<file path="config.mk">
export PLATFORM = sky130hd
export DESIGN_NAME = pipe_ctrl_hazard
export DESIGN_NICKNAME = d
export VERILOG_FILES = /design/src/rtl/pipe_ctrl_hazard.sv
export SDC_FILE = /design/constraint.sdc
export NUM_CORES = 1
export LEC_CHECK = 0
export ABC_AREA = 1
export CORE_ASPECT_RATIO = 0.75
export CORE_MARGIN = 5
export CORE_UTILIZATION = 48
export DETAILED_ROUTE_END_ITERATION = 6
export MAX_ROUTING_LAYER = met4
export PLACE_DENSITY = 0.81
export SYNTH_ARGS = -nofsm -noshare
export SYNTH_HDL_FRONTEND = slang
export SYNTH_SLANG_ARGS = --single-unit
</file>
<file path="constraint.sdc">
create_clock -name clk -period 2.25 [get_ports clk]
set_input_delay 0.45 -clock clk [delete_from_list [all_inputs] [get_ports clk]]
set_output_delay 0.45 -clock clk [all_outputs]
set_load 0.1 [all_outputs]
</file>
<file path="src/rtl/pipe_ctrl_hazard.sv">
// Pipelined control unit for the 5-stage no-forwarding MIPS core: decode, EX/MEM/WB bundle carry, RAW stall, flush bubbles.
// Optional stall/flush statistics counters are built when PIPE_CTRL_STATS_EN is defined.
module pipe_ctrl_hazard #(
  parameter int REG_AW    = 5,
  parameter int HAZ_DEPTH = 3
) (
  input  logic              clk,
  input  logic              rst,
  input  logic              id_valid,
  input  logic [5:0]        id_op,
  input  logic [REG_AW-1:0] id_rs,
  input  logic [REG_AW-1:0] id_rt,
  input  logic [REG_AW-1:0] id_rd,
  input  logic              flush,
  input  logic              freeze,
  output logic              stall,
  output logic              illegal,
  output logic [17:0]       ex_ctrl,
  output logic [17:0]       mem_ctrl,
  output logic [17:0]       wb_ctrl,
  output logic [REG_AW-1:0] ex_dst,
  output logic [REG_AW-1:0] mem_dst,
  output logic [REG_AW-1:0] wb_dst
`ifdef PIPE_CTRL_STATS_EN
  ,
  output logic [15:0]       stall_cnt,
  output logic [15:0]       flush_cnt
`endif
);

  localparam logic [5:0] OP_R     = 6'h00;
  localparam logic [5:0] OP_J     = 6'h02;
  localparam logic [5:0] OP_JAL   = 6'h03;
  localparam logic [5:0] OP_BEQ   = 6'h04;
  localparam logic [5:0] OP_BNE   = 6'h05;
  localparam logic [5:0] OP_ADDI  = 6'h08;
  localparam logic [5:0] OP_ADDIU = 6'h09;
  localparam logic [5:0] OP_SLTI  = 6'h0A;
  localparam logic [5:0] OP_SLTIU = 6'h0B;
  localparam logic [5:0] OP_ANDI  = 6'h0C;
  localparam logic [5:0] OP_ORI   = 6'h0D;
  localparam logic [5:0] OP_XORI  = 6'h0E;
  localparam logic [5:0] OP_LUI   = 6'h0F;
  localparam logic [5:0] OP_LB    = 6'h20;
  localparam logic [5:0] OP_LH    = 6'h21;
  localparam logic [5:0] OP_LW    = 6'h23;
  localparam logic [5:0] OP_LBU   = 6'h24;
  localparam logic [5:0] OP_LHU   = 6'h25;
  localparam logic [5:0] OP_SB    = 6'h28;
  localparam logic [5:0] OP_SH    = 6'h29;
  localparam logic [5:0] OP_SW    = 6'h2B;

  logic [1:0]        br, jmp, mw;
  logic              reg_dst, alu_src, m2r, rw, ext;
  logic [3:0]        alu_op;
  logic [2:0]        mr;
  logic              use_rs, use_rt, legal;
  logic [17:0]       dec_ctrl;
  logic [REG_AW-1:0] dec_dst;
  logic [REG_AW-1:0] stg_dst [3];
  logic              hazard, load_bubble;

  logic [17:0]       ex_ctrl_q, mem_ctrl_q, wb_ctrl_q;
  logic [REG_AW-1:0] ex_dst_q, mem_dst_q, wb_dst_q;
  logic [17:0]       ex_ctrl_d;
  logic [REG_AW-1:0] ex_dst_d;

  always_comb begin
    br = 2'd0; jmp = 2'd0; reg_dst = 1'b0; alu_src = 1'b0; alu_op = 4'd0;
    m2r = 1'b0; rw = 1'b0; mw = 2'd0; ext = 1'b0; mr = 3'd0;
    use_rs = 1'b1; use_rt = 1'b0; legal = 1'b1;
    case (id_op)
      OP_R:     begin reg_dst = 1'b1; alu_op = 4'd1; rw = 1'b1; use_rt = 1'b1; end
      OP_ADDI,
      OP_ADDIU: begin alu_src = 1'b1; alu_op = 4'd0; rw = 1'b1; ext = 1'b1; end
      OP_ANDI:  begin alu_src = 1'b1; alu_op = 4'd3; rw = 1'b1; end
      OP_ORI:   begin alu_src = 1'b1; alu_op = 4'd2; rw = 1'b1; end
      OP_XORI:  begin alu_src = 1'b1; alu_op = 4'd5; rw = 1'b1; end
      OP_SLTI:  begin alu_src = 1'b1; alu_op = 4'd6; rw = 1'b1; ext = 1'b1; end
      OP_SLTIU: begin alu_src = 1'b1; alu_op = 4'd7; rw = 1'b1; ext = 1'b1; end
      OP_LUI:   begin alu_src = 1'b1; alu_op = 4'd8; rw = 1'b1; use_rs = 1'b0; end
      OP_LW:    begin alu_src = 1'b1; m2r = 1'b1; rw = 1'b1; ext = 1'b1; mr = 3'd0; end
      OP_LH:    begin alu_src = 1'b1; m2r = 1'b1; rw = 1'b1; ext = 1'b1; mr = 3'd1; end
      OP_LHU:   begin alu_src = 1'b1; m2r = 1'b1; rw = 1'b1; ext = 1'b1; mr = 3'd2; end
      OP_LB:    begin alu_src = 1'b1; m2r = 1'b1; rw = 1'b1; ext = 1'b1; mr = 3'd3; end
      OP_LBU:   begin alu_src = 1'b1; m2r = 1'b1; rw = 1'b1; ext = 1'b1; mr = 3'd4; end
      OP_SH:    begin alu_src = 1'b1; mw = 2'd1; ext = 1'b1; use_rt = 1'b1; end
      OP_SB:    begin alu_src = 1'b1; mw = 2'd2; ext = 1'b1; use_rt = 1'b1; end
      OP_SW:    begin alu_src = 1'b1; mw = 2'd3; ext = 1'b1; use_rt = 1'b1; end
      OP_BEQ:   begin br = 2'd1; alu_op = 4'd4; ext = 1'b1; use_rt = 1'b1; end
      OP_BNE:   begin br = 2'd2; alu_op = 4'd4; ext = 1'b1; use_rt = 1'b1; end
      OP_J:     begin jmp = 2'd1; use_rs = 1'b0; end
      OP_JAL:   begin jmp = 2'd2; rw = 1'b1; use_rs = 1'b0; end
      default:  begin legal = 1'b0; use_rs = 1'b0; end
    endcase
    dec_ctrl = {br, jmp, reg_dst, alu_src, alu_op, m2r, rw, mw, ext, mr};
  end

  // A zero destination doubles as "no write tracked" for the hazard compare.
  always_comb begin
    dec_dst = '0;
    if (rw) begin
      if (id_op == OP_R)        dec_dst = id_rd;
      else if (id_op == OP_JAL) dec_dst = REG_AW'(31);
      else                      dec_dst = id_rt;
    end
  end

  always_comb begin
    stg_dst[0] = ex_dst_q;
    stg_dst[1] = mem_dst_q;
    stg_dst[2] = wb_dst_q;
    hazard = 1'b0;
    for (int k = 0; k < 3; k++) begin
      if (k < HAZ_DEPTH && stg_dst[k] != '0 &&
          ((use_rs && id_rs == stg_dst[k]) || (use_rt && id_rt == stg_dst[k])))
        hazard = 1'b1;
    end
  end

  assign illegal     = id_valid & ~legal;
  assign stall       = id_valid & hazard & ~flush & ~rst;
  assign load_bubble = flush | stall | ~id_valid | ~legal;
  assign ex_ctrl_d   = load_bubble ? 18'd0 : dec_ctrl;
  assign ex_dst_d    = load_bubble ? '0 : dec_dst;

  always_ff @(posedge clk) begin
    if (rst) begin
      ex_ctrl_q  <= '0;
      mem_ctrl_q <= '0;
      wb_ctrl_q  <= '0;
      ex_dst_q   <= '0;
      mem_dst_q  <= '0;
      wb_dst_q   <= '0;
    end else if (!freeze) begin
      wb_ctrl_q  <= mem_ctrl_q;
      wb_dst_q   <= mem_dst_q;
      mem_ctrl_q <= ex_ctrl_q;
      mem_dst_q  <= ex_dst_q;
      ex_ctrl_q  <= ex_ctrl_d;
      ex_dst_q   <= ex_dst_d;
    end
  end

  assign ex_ctrl  = ex_ctrl_q;
  assign mem_ctrl = mem_ctrl_q;
  assign wb_ctrl  = wb_ctrl_q;
  assign ex_dst   = ex_dst_q;
  assign mem_dst  = mem_dst_q;
  assign wb_dst   = wb_dst_q;

`ifdef PIPE_CTRL_STATS_EN
  logic [15:0] stall_cnt_q, flush_cnt_q;

  // Frozen stall cycles are not counted: the hold there is the memory's, not the hazard's.
  always_ff @(posedge clk) begin
    if (rst) begin
      stall_cnt_q <= '0;
      flush_cnt_q <= '0;
    end else begin
      if (stall && !freeze && stall_cnt_q != 16'hFFFF) stall_cnt_q <= stall_cnt_q + 16'd1;
      if (flush && flush_cnt_q != 16'hFFFF)             flush_cnt_q <= flush_cnt_q + 16'd1;
    end
  end

  assign stall_cnt = stall_cnt_q;
  assign flush_cnt = flush_cnt_q;
`endif

endmodule

</file>
==> key figures <==
Placed design
  – Setup WS pre-CTS: -324 ps
  – # port buffers: 96
  – DP Wirelength: 7590 um
  – GP Congestion: 0.981
  – Area after DPL: 4500 sq um

Clocking
  – H-tree levels: 3
  – TritonCTS buffer count: 9
  – Clk sink count: 69
  – Clock-pin slew on the worst setup and hold paths: 70 ps
  – Clk root buf: clkbuf_8
  – Bufs on Longest Clock Path: 2
  – Clk_lat worst skew: 340 ps
  – CTS tree: built

Global route
  – Number of global-route vias before repair: 3311
  – Largest net degree at the start of global routing: 45
  – Global-route wire length before repair: 16500 um
  – Grt total ovfl: 0
  – GRT Util Overall: 0.243
  – Initial antenna violation count: 0

Cells and area
  – Final instance area: 4770 sq um
  – Share of cells above drive strength 1: 0.294
  – Most frequent cells in the layout: nor2_1, buf_4, nand2_1, dfxtp_1, o21ai_0
  – NumNets Final: 633
  – # diodes: 0
  – Area Growth Syn to Fin: 42.2%
  – Most common cell after layout, fill and taps aside: nor2_1

Setup path
  – CP startpoint: id_valid
  – Slowest-stage cell, CP: clkdlybuf4s50_1
  – Cell depth of the worst setup path: 7
  – R2R Path Start: mem_dst[0]$_SDFFE_PP0N_
  – FF-to-FF End: ex_dst[1]$_SDFFE_PP0N_
  – Crit path capture: stall
  – CP endpoint kind: primary output
  – Buffers & Inverters on Critical Path: 4
  – Worst setup SP type: primary input
  – Reg2Reg Depth: 12
  – R2R Setup Slk: 470 ps
  – Setup CP Type: primary input to primary output
  – WP data required: 1800 ps
  – CP cell instances: clkdlybuf4s50_1, inv_1, or2_2, nor2_1, nand2_2, clkinvlp_4, buf_12
  – CP Data Arrival Time: 1790 ps
  – CP max FO: 2
  – Crit path max-delay family: buffers and inverters
  – Crit path largest cell delay: 450 ps

Power
  – P_int: 2.00 mW
  – Gate power share: 0.269
  – Clk pwr share: 0.315
  – PwrDens: 659 nW/um^2
  – Part of the power in registers: 0.416
  – Net Sw Frac: 0.363
  – Peak supply drop: 0.000352 V
  – Switching pwr: 1.14 mW
  – Leakage power: 2.23 nW

Die
  – Chip width: 107 um
  – Die ar.: 8790 sq um
  – Core area: 6800 sq um
  – Initial Utilization: 0.494
  – I/O pins: 97
  – Row count: 26
  – Die Y: 82.4 um

Drt
  – Routed via count: 3632
  – Drt wl/cell: 14.5 um
  – Drt via density: 5.22
  – ANT nets after route: 0
  – DR pass1 iterations: 5
  – WL final: 10100 um
  – DRC violations left: 0
  – First-iteration detailed-routing DRC count: 316

Timing
  – Slew @ Worst Pin: 476 ps
  – Fmax: 0.447 GHz
  – Final WS setup: 13.5 ps
  – Fin crit share: 0.994
  – Setup violators final: 0
  – Clock skew: 7.27 ps
  – Max transition margin: 0.683
  – Hold Vio Cnt, Final: 0
  – Fin. max-slew vios: 0
  – RSZ-0062 raised after global routing: true
  – Fin crit period: 2240 ps
  – Worst hold slack: 483 ps

Worst hold path
  – HP Start: ex_ctrl[7]$_SDFFE_PP0N_
  – Min-delay worst type: flip-flop to flip-flop

Synth
  – Post-synthesis net count: 509
  – Syn. warnings: 0
  – Register area share after synthesis: 0.411
  – Yosys reg bits: 69
  – Cell Area, Synth: 3360 sq um
  – Syn Inst Count: 483
  – Distinct cell type count after synthesis: 30
  – Post-Syn Area per Cell: 6.95 sq um

Run status
  – Status: complete, no violations

Job
  – MaxCap Viol Count: 0
## flip-flops by register name (all words and copies together) (netlist names)
register  flops
mem_ctrl     18
mem_dst       5
ex_dst        5
ex_ctrl      18
wb_ctrl      18
wb_dst        5
## power groups by stage
stage | Clock (mW) | Sequential (mW) | Combinational (mW)
2_1_floorplan | 0 | 1.69 | 0.237
3_3_place_gp | 0 | 1.33 | 0.823
3_5_place_dp | 0 | 1.34 | 0.836
4_1_cts | 1.01 | 1.31 | 0.840
5_1_grt | 1.07 | 1.32 | 0.894
6_report | 0.991 | 1.31 | 0.846
## layer usage
layer	GRT usage	part of all wire	vias to the layer above
met3	0.0645	0.080	11
met1	0.331	0.47	1654
met4	0.0741	0.013	0
met2	0.354	0.44	143
met5	-	0	-
li1	-	-	1824
## cells in the mapped netlist
cell type | n | area [sq um]
o211a_1 | 1 | 10.0
nor2_1 | 112 | 420
buf_4 | 2 | 15.0
o21ai_2 | 1 | 8.76
nand4_1 | 12 | 75.1
o22ai_1 | 5 | 31.3
nand2_1 | 67 | 251
nor2_8 | 1 | 20.0
inv_1 | 29 | 109
a21oi_1 | 31 | 155
a31oi_1 | 2 | 12.5
inv_2 | 2 | 7.51
nor3_1 | 5 | 25.0
clkbuf_1 | 19 | 71.3
buf_6 | 2 | 22.5
nand3_1 | 29 | 145
xnor2_1 | 15 | 131
or2_2 | 1 | 6.26
nor2_4 | 1 | 11.3
o21ai_0 | 51 | 255
nor2_2 | 6 | 37.5
nand3b_1 | 1 | 7.51
xor2_1 | 10 | 87.6
buf_2 | 2 | 10.0
o311ai_0 | 1 | 8.76
nor4_1 | 1 | 6.26
inv_4 | 1 | 6.26
nand2_2 | 3 | 18.8
dfxtp_1 | 69 | 1380
nand3_2 | 1 | 10.0
## what timing repair did
action / 4_1_cts / 5_1_grt
gates resized for setup: 35 / 12
endpoints found under the hold margin: 0 / 0
pin swaps: 6 / 6
buffers inserted: 4 / 2
hold buffers: 0 / 0
setup endpoints to repair: 2 / 2
## kinds of logic (layout without fill, tap and decap cells)
kind of cell	Yosys count	count (layout)	share of synthesized area
DFF	69	69	0.411
xor gates and xnor gates	25	25	0.0652
and+or+nand+nor	240	240	0.308
AOI/OAI and AO/OA	92	92	0.143
buffers and inverters	57	186	0.0719
## area by class of cell
class	count	area (sq um)
multi-input cells	357	1810
flip-flops and latches	69	1440
clock inverters	7	72.6
repair buffers	138	1100
inverters	32	126
well taps	84	105
fillers	560	2020
clock buffers	9	124
## tightest hold or removal path: cells and delay by family (launching register included)
family	cells	cell delay, ps
simple gates	1	60
compound gates	1	50
flops	1	330
## per-stage QoR
stage	power, mW	utilization	TNS [ps]	cells
floorplan	1.93	-	0	483
global route	3.28	0.702	-55.2	696
finish	3.15	0.702	0	696
global placement	2.16	0.662	-5400	674
detailed placement	2.17	0.662	-6210	674
CTS	3.16	0.700	0	694
## worst min-delay path by stage
stage | to | slack, ps | depth (start not counted)
after floorplan | wb_dst[2]$_SDFFE_PP0N_ | 640 | 2
after global placement | wb_ctrl[3]$_SDFFE_PP0N_ | 460 | 2
after detailed placement | wb_ctrl[6]$_SDFFE_PP0N_ | 470 | 2
after CTS | ex_ctrl[7]$_SDFFE_PP0N_ | 490 | 2
after global routing | wb_ctrl[13]$_SDFFE_PP0N_ | 520 | 2
final | ex_ctrl[7]$_SDFFE_PP0N_ | 480 | 2
(Power assumes the default switching activity.)
